`config.mk`:
```
export PLATFORM = sky130hd
export DESIGN_NAME = mem_arb
export DESIGN_NICKNAME = d
export VERILOG_FILES = /design/src/rtl/forthsuper_pkg.sv /design/src/rtl/rr_pick.sv /design/src/rtl/mem_arb.sv
export SDC_FILE = /design/constraint.sdc
export NUM_CORES = 1
export LEC_CHECK = 0
export CORE_MARGIN = 1.5
export CORE_UTILIZATION = 37
export CTS_BUF_LIST = sky130_fd_sc_hd__clkbuf_4 sky130_fd_sc_hd__clkbuf_8
export CTS_CLUSTER_SIZE = 10
export DETAILED_ROUTE_END_ITERATION = 16
export GPL_TIMING_DRIVEN = 0
export PLACE_DENSITY_LB_ADDON = 0.25
export RECOVER_POWER = 50
export SYNTH_ARGS = -nofsm -noshare
export SYNTH_HDL_FRONTEND = slang
export SYNTH_HIERARCHICAL = 1
export SYNTH_SLANG_ARGS = --single-unit
```
`constraint.sdc`:
```
create_clock -name clk -period 3.58 [get_ports clk]
set_input_delay 0.716 -clock clk [delete_from_list [all_inputs] [get_ports clk]]
set_output_delay 0.716 -clock clk [all_outputs]
set_load 0.005 [all_outputs]
```
`src/rtl/forthsuper_pkg.sv`:
```
// Shared types and defaults for the outer-interpreter memory path.
package forthsuper_pkg;

    // Arbiter state: nobody owns the spram port, or one master owns it.
    typedef enum logic {
        A_IDLE = 1'b0,
        A_OWN  = 1'b1
    } arb_sts;

    // Default number of bus masters (finder, atoier, eforth, comma).
    localparam int MB_N = 4;

    // Width of an index into n requesters; never zero.
    function automatic int idx_w(input int n);
        return (n > 1) ? $clog2(n) : 1;
    endfunction

endpackage

```
`src/rtl/rr_pick.sv`:
```
// Combinational round-robin picker: first set req bit after ptr, ptr itself last.
module rr_pick
    import forthsuper_pkg::*;
#(
    parameter int N  = MB_N,
    parameter int OW = idx_w(MB_N)
) (
    input  logic [N-1:0]  req,
    input  logic [OW-1:0] ptr,
    output logic [OW-1:0] idx,
    output logic          any
);

    int unsigned   cand;
    logic [OW-1:0] cand_idx;

    // Scan ptr+1, ptr+2, ... wrapping mod N; the first requester found wins.
    always_comb begin
        idx      = '0;
        any      = 1'b0;
        cand     = 0;
        cand_idx = '0;
        for (int k = 1; k <= N; k++) begin
            cand     = (int'(ptr) + k) % N;
            cand_idx = OW'(cand);
            if (!any && req[cand_idx]) begin
                idx = cand_idx;
                any = 1'b1;
            end
        end
    end

endmodule

```
`src/rtl/mem_arb.sv`:
```
// Round-robin arbiter sharing the single spram port among N bus masters.
// Handshake: a master owns the port in every cycle where gnt[i] is high; an
// access happens only in cycles with gnt[i] && req[i]. Read data for such a
// cycle is presented on vo one cycle later, qualified by vld[i].
module mem_arb
    import forthsuper_pkg::*;
#(
    parameter int N    = MB_N,
    parameter int ASZ  = 17,
    parameter int MSZ  = 8,
    parameter int MAXH = 64
) (
    input  logic             clk,
    input  logic             rst,
    input  logic [N-1:0]     req,
    input  logic [N-1:0]     lock,
    input  logic [N-1:0]     we,
    input  logic [N*ASZ-1:0] ai,
    input  logic [N*MSZ-1:0] vi,
    output logic [N-1:0]     gnt,
    output logic [N-1:0]     vld,
    output logic [MSZ-1:0]   vo,
    output logic             m_we,
    output logic [ASZ-1:0]   m_ai,
    output logic [MSZ-1:0]   m_vi,
    input  logic [MSZ-1:0]   m_vo,
    output logic             tmo,
    output arb_sts           sts
);

    localparam int OW = idx_w(N);
    localparam int HW = (MAXH < 1) ? 1 : $clog2(MAXH + 1);

    arb_sts        state, nxt_state;
    logic [OW-1:0] own, nxt_own;
    logic [OW-1:0] ptr, nxt_ptr;
    logic [HW-1:0] hcnt, nxt_hcnt;
    logic          tmo_q;
    logic [N-1:0]  vld_q;
    logic [N-1:0]  gnt_q;

    logic [N-1:0]  own_oh;
    logic [N-1:0]  others;
    logic          owned;
    logic          other_pend;
    logic          acc;
    logic          force_rot;
    logic [N-1:0]  pick_req;
    logic [OW-1:0] pick_ptr;
    logic [OW-1:0] pick_idx;
    logic          pick_any;

    assign own_oh     = N'(1) << own;
    assign owned      = (state == A_OWN);
    assign others     = req & ~own_oh;
    assign other_pend = owned && (|others);
    assign acc        = owned && req[own];
    assign force_rot  = (MAXH != 0) && (32'(hcnt) == 32'(MAXH - 1));

    // While owned, the current owner is the rotation point and is masked out;
    // when idle, the last owner is the rotation point.
    assign pick_req = owned ? others : req;
    assign pick_ptr = owned ? own : ptr;

    rr_pick #(
        .N  (N),
        .OW (OW)
    ) u_pick (
        .req (pick_req),
        .ptr (pick_ptr),
        .idx (pick_idx),
        .any (pick_any)
    );

    // Next owner, rotation pointer and hold count.
    always_comb begin
        nxt_state = state;
        nxt_own   = own;
        nxt_ptr   = ptr;
        nxt_hcnt  = '0;
        case (state)
            A_IDLE: begin
                if (pick_any) begin
                    nxt_state = A_OWN;
                    nxt_own   = pick_idx;
                end
            end
            A_OWN: begin
                if ((req[own] && lock[own] && !force_rot) || (req[own] && !other_pend)) begin
                    if (other_pend) begin
                        nxt_hcnt = (hcnt == HW'(MAXH)) ? hcnt : hcnt + HW'(1);
                    end
                end else if (other_pend) begin
                    nxt_own = pick_idx;
                    nxt_ptr = own;
                end else begin
                    nxt_state = A_IDLE;
                    nxt_ptr   = own;
                end
            end
            default: begin
                nxt_state = A_IDLE;
            end
        endcase
    end

    // Arbiter registers; reset leaves ptr at N-1 so master 0 wins first.
    always_ff @(posedge clk or negedge rst) begin
        if (!rst) begin
            state <= A_IDLE;
            own   <= '0;
            ptr   <= OW'(N - 1);
            hcnt  <= '0;
            gnt_q <= '0;
            vld_q <= '0;
            tmo_q <= 1'b0;
        end else begin
            state <= nxt_state;
            own   <= nxt_own;
            ptr   <= nxt_ptr;
            hcnt  <= nxt_hcnt;
            gnt_q <= (nxt_state == A_OWN) ? (N'(1) << nxt_own) : '0;
            vld_q <= (acc && !we[own]) ? own_oh : '0;
            tmo_q <= tmo_q | (force_rot && other_pend);
        end
    end

    // Memory bus mux: the owner drives the port only in an access cycle.
    always_comb begin
        m_we = 1'b0;
        m_ai = '0;
        m_vi = '0;
        if (acc) begin
            m_we = we[own];
            m_ai = ai[own*ASZ +: ASZ];
            m_vi = vi[own*MSZ +: MSZ];
        end
    end

    assign gnt = gnt_q;
    assign vld = vld_q;
    assign vo  = m_vo;
    assign tmo = tmo_q;
    assign sts = state;

endmodule

```
## After elaboration in Yosys (flattened, before gate mapping)

Index checks and enable logic that the tools add are counted.
Widths: inputs -> output; s select.

- Register bits: 21

- Add/subtract/negate cells: 5
- Multipliers: 1
- Magnitude comparators: 5
- Eq/ne operators: 3
- Shift-type cells: 4
- Multiplexer cells: 41
- Bitwise gates (word level): 5
- Reduce and logical (&&, ||, !) cells: 19

Operator list:

| operator | number |
|---|---|
| $shiftx 68x8->17 | 1 |
| $shiftx 32x6->8 | 1 |
| $mux 7 | 4 |
| $mux 17 | 1 |
| $mux 2 | 8 |
| $lt 2x3->1 const B | 5 |
| $mux 1 | 15 |
| $bmux 1 s2 | 7 |
| $mux 4 | 3 |
| $logic_and 1x1->1 | 10 |
| $mux 8 | 1 |
| $shl 1x2->4 const A | 2 |
| $add 7x1->7 const B | 1 |
| $eq 7x6->1 const B | 1 |
| $eq 7x7->1 const B | 1 |
| $mul 2x5->7 const B | 1 |
| $logic_not 1->1 | 6 |
| $add 2x1->2 const B | 2 |
| $add 2x2->2 const B | 2 |
| $and 4x4->4 | 1 |
| $ne 4x4->1 const B | 1 |
| $not 4->4 | 1 |
| $pmux 2 s2 | 1 |
| $reduce_or 4->1 | 1 |
| 5 further kinds | 6 |

## Logic depth before layout (Yosys ltp)

- Word-level depth: 21
- Mapped depth: 9
- Gate-level depth less buffers: 7

## Cells and area by module

Netlist, hierarchy kept.

Modules (own cells, without submodules):

| module | instances | cells each | area an instance (µm²) |
|---|---|---|---|
| mem_arb | 1 | 182 | 2008.2 |
| rr_pick | 1 | 14 | 91.3 |

## Worst setup path before layout

Ideal clock, no wire load.

- Kind: input -> output
- Start: input port req[3]
- End: output port m_ai[16]
- Arrival: 1.573 ns
- Setup slack: 1.291 ns
- Stages on the path: 3
- Cells stage by stage: mux4_2 > clkbuf_1 > and3_1

- Word-level cells in the longest chain between the ends: 4

Ends and longest elaborated chain:

| what | RTL line | source |
|---|---|---|
| start: declaration | mem_arb.sv:15 | `input logic [N-1:0] req,` |
| $bmux 1 s2 | mem_arb.sv:57 | `assign acc = owned && req[own];` |
| $mux 1 (implied by the code) | mem_arb.sv:57 |  |
| $logic_and 1x1->1 | mem_arb.sv:57 |  |
| $mux 17 | mem_arb.sv:133 | `if (acc) begin` |
| end: declaration | mem_arb.sv:24 | `output logic [ASZ-1:0] m_ai,` |

No other way between the ends. The select of a mux whose other input is x is not followed.

## Final worst setup path

- Start: input port req[0]
- End: output port m_vi[1]

- Word-level cells in the longest chain between the ends: 4

Ends and longest elaborated chain:

| what | RTL line | source |
|---|---|---|
| $bmux 1 s2 | mem_arb.sv:57 |  |
| $mux 1 (implied by the code) | mem_arb.sv:57 |  |
| $logic_and 1x1->1 | mem_arb.sv:57 |  |
| $mux 8 | mem_arb.sv:133 |  |
| end: declaration | mem_arb.sv:25 | `output logic [MSZ-1:0] m_vi,` |

No other way between the ends. The select of a mux whose other input is x is not followed.

==> results <==
logic make-up after synthesis:
logic type | count (synthesis) | synth area share, %
xor+xnor | 5 | 2.086
fa+ha+maj | 2 | 1.192
compound gates | 31 | 12.34
simple gates | 72 | 18.65
flops | 21 | 25.15
mux | 33 | 32.90
buf+inv | 32 | 7.687
through the flow:
step	hold slack [ns]	setup slack (ns)	power, µW
final	0.4760	0.1346	2291
after global routing	0.5003	0.03663	2464
after CTS	0.4908	0.1309	2324
after detailed placement	0.4722	0.1478	2159
after global placement	0.4673	0.1303	2131
after floorplan	0.4204	1.291	1428
layer usage:
layer	vias up	share of wire [%]	wire [µm]	track usage, %
li1	1069	-	-	-
met1	1085	35	2587	27.06
met2	116	54	3939	46.78
met3	19	7.9	579	7.442
met4	0	2.8	206	7.500
met5	-	0	0	0
flip-flops by register name (all words and copies together), names as in the netlist:
| name | flops |
|---|---|
| ptr | 2 |
| vld | 4 |
| sts | 1 |
| own | 2 |
| tmo | 1 |
| hcnt | 7 |
| gnt | 4 |
worst max-delay path: cells and delay by family:
| kind | cells | cell delay (ns) |
|---|---|---|
| and+or+nand+nor | 1 | 0.22 |
| buffers and inverters | 3 | 1.22 |
| muxes | 1 | 0.57 |
worst min path at each step:
| stage | to | cells past startpoint | slack, ns |
|---|---|---|---|
| final | tmo | 1 | 0.48 |
| after global routing | tmo | 1 | 0.50 |
| after CTS | tmo | 1 | 0.49 |
| after detailed placement | tmo | 1 | 0.47 |
| after global placement | tmo | 1 | 0.47 |
| after floorplan | gnt[0] | 0 | 0.42 |
layout by cell type, fill, tap and decap left out, drive strengths merged, types with 2 or more instances in the layout:
cell type and instances:
o311ai 2, nor2 18, and3 27, nand2b 5, mux2 2, xnor2 2
buf 13, o32ai 4, dfstp 2, inv 9, nand3 5, xor2 3
a21o 2, a21oi 5, o21ai 3, dlygate4sd3 19, nand4 2, clkbuf 13
o31ai 2, o21a 6, nand3b 2, clkdlybuf4s50 138, dfrtp 19, mux4 28
mux2i 3, nand2 6, ha 2
power breakdown:
| part | switching, µW | internal (µW) |
|---|---|---|
| combinational | 766 | 1040 |
| sequential | 22.2 | 309 |
| clock | 78.7 | 77.7 |
| total | 867 | 1420 |
cell type report:
| type | instances | area [µm²] |
|---|---|---|
| flip-flops and latches | 21 | 528.0 |
| repair buffers | 157 | 1572 |
| clock buffers | 3 | 41.29 |
| multi-input cells | 143 | 1404 |
| fillers | 424 | 1705 |
| plain buffers | 23 | 127.6 |
| inverters | 9 | 33.78 |
| well taps | 72 | 90.09 |
| clock inverters | 1 | 5.005 |
==> impl_metrics.tcl <==
set metrics [dict create \
    status "finished clean" \
    rsz0062_at_grt "no" \
    numCtsBuffers 3 \
    vias 2289 \
    postLayoutCellArea_um2 3801 \
    die_h_um 78.33 \
    rr_worst_depth 8 \
    synth-edff-count 0 \
    fp.coreArea_um2 5507 \
    cts.path.max_buffers 2 \
    slowest_delay_ns 0.57 \
    ys_ff_latch 21 \
    track_usage_pct 25.04 \
    r2r_start "sts" \
    worstSetupPathType "in2out" \
    slew_headroom_pct 37.42 \
    crit_path_start "req[0]" \
    ant_nets 0 \
    fin_util_pct 69.03 \
    async_flop_share_pct 100.0 \
    cp_common_cell "clkdlybuf4s50_1" \
    grt_overflow 0 \
    hpwlAfterDp_um 6214 \
    ys.flop_type "dfrtp_1" \
    worstPathRequired_ns 2.86 \
    area_delta_synth_final_pct 81.05 \
    dp.cells 425 \
    drv_slew 0 \
    syn_avg_cell_area_um2 10.71 \
    synthesis.nets 320 \
    worstMarginPinSlew_ns 0.9356 \
    first_global_vias 2522 \
    r2r-end "gnt[2]" \
    port_buffers 157 \
    fin_skew_ns 0.002323 \
    crit_chain "clkdlybuf4s50_1 -> mux4_2 -> clkbuf_1 -> and3_1 -> clkdlybuf4s50_1" \
    ctsResizeCount 0 \
    yosysSeqAreaShare_pct 25.15 \
    yosysMostFrequentCell "mux4_2" \
    synth_top_area_share_pct 30.04 \
    firstDrtPassIters 4 \
    postCtsSetupRepairBufs 0 \
    fin_tns_setup_ns 0 \
    clock-sinks 21 \
    synth.area.top_cells "mux4_2 30%, dfrtp_1 23%, and3_1 8.0%, nor2_1 3.2%, buf_4 2.9%" \
    die-area_um2 6136 \
    htree_levels 1 \
    synthCells 196 \
    grt_pass1_wl_um 11960 \
    critPathLaunchType "input pin" \
    clk_pin_slew_ns 0.07 \
    hold_path.class "reg2reg" \
    arrival_ns 2.73 \
    synth_top_area_cell "mux4_2" \
    routed_wl_um 7312 \
    cts_root_buf "clkbuf_8" \
    peakVddDrop_v 0.0003258 \
    crit_fanout 10 \
    placed_area_um2 3761 \
    n_antenna_cell 0 \
    min_from "tmo" \
    grt_max_degree 22 \
    grt_antenna_before_repair 0 \
    start_util_pct 38.13 \
    wire_per_inst_um 17.04 \
    finalSetupViolCount 0 \
    post_route_cells_drive_above_1_share_pct 14.85 \
    drc_errors 0 \
    ff2ff_setup_slack_ns 1.13 \
    layout.nets 482 \
    io_pins 166 \
    rows 27 \
    netlist_area_um2 2100 \
    synth_commonest_cells "28 x mux4_2, 27 x and3_1, 19 x dfrtp_1" \
    drv_cap 0 \
    endpoint_kind "output port" \
    critPathSlowestCell "mux4_2" \
    cts-hold-fix-buffers 0 \
    crit_path_end "m_vi[1]" \
    yosysWarnings 6 \
    max_clock_freq_mhz 290.2 \
    clk_latency_ns 0.27 \
    drtIter0Drc 110 \
    finalCritPeriodShare_pct 96.24 \
    powerDensity_nw_per_um2 602.7 \
    gp_congestion 0.8664 \
    period_needed_ns 3.445 \
    hold_viol 0 \
    p_leak_uw 0.001580 \
    die_w_um 78.33 \
    stdcell_count 429 \
    drt-vias-per-instance 5.336 \
    cts_tree "built" \
    ys_types 43 \
]
No activity file was read; power rests on OpenSTA's default activity.
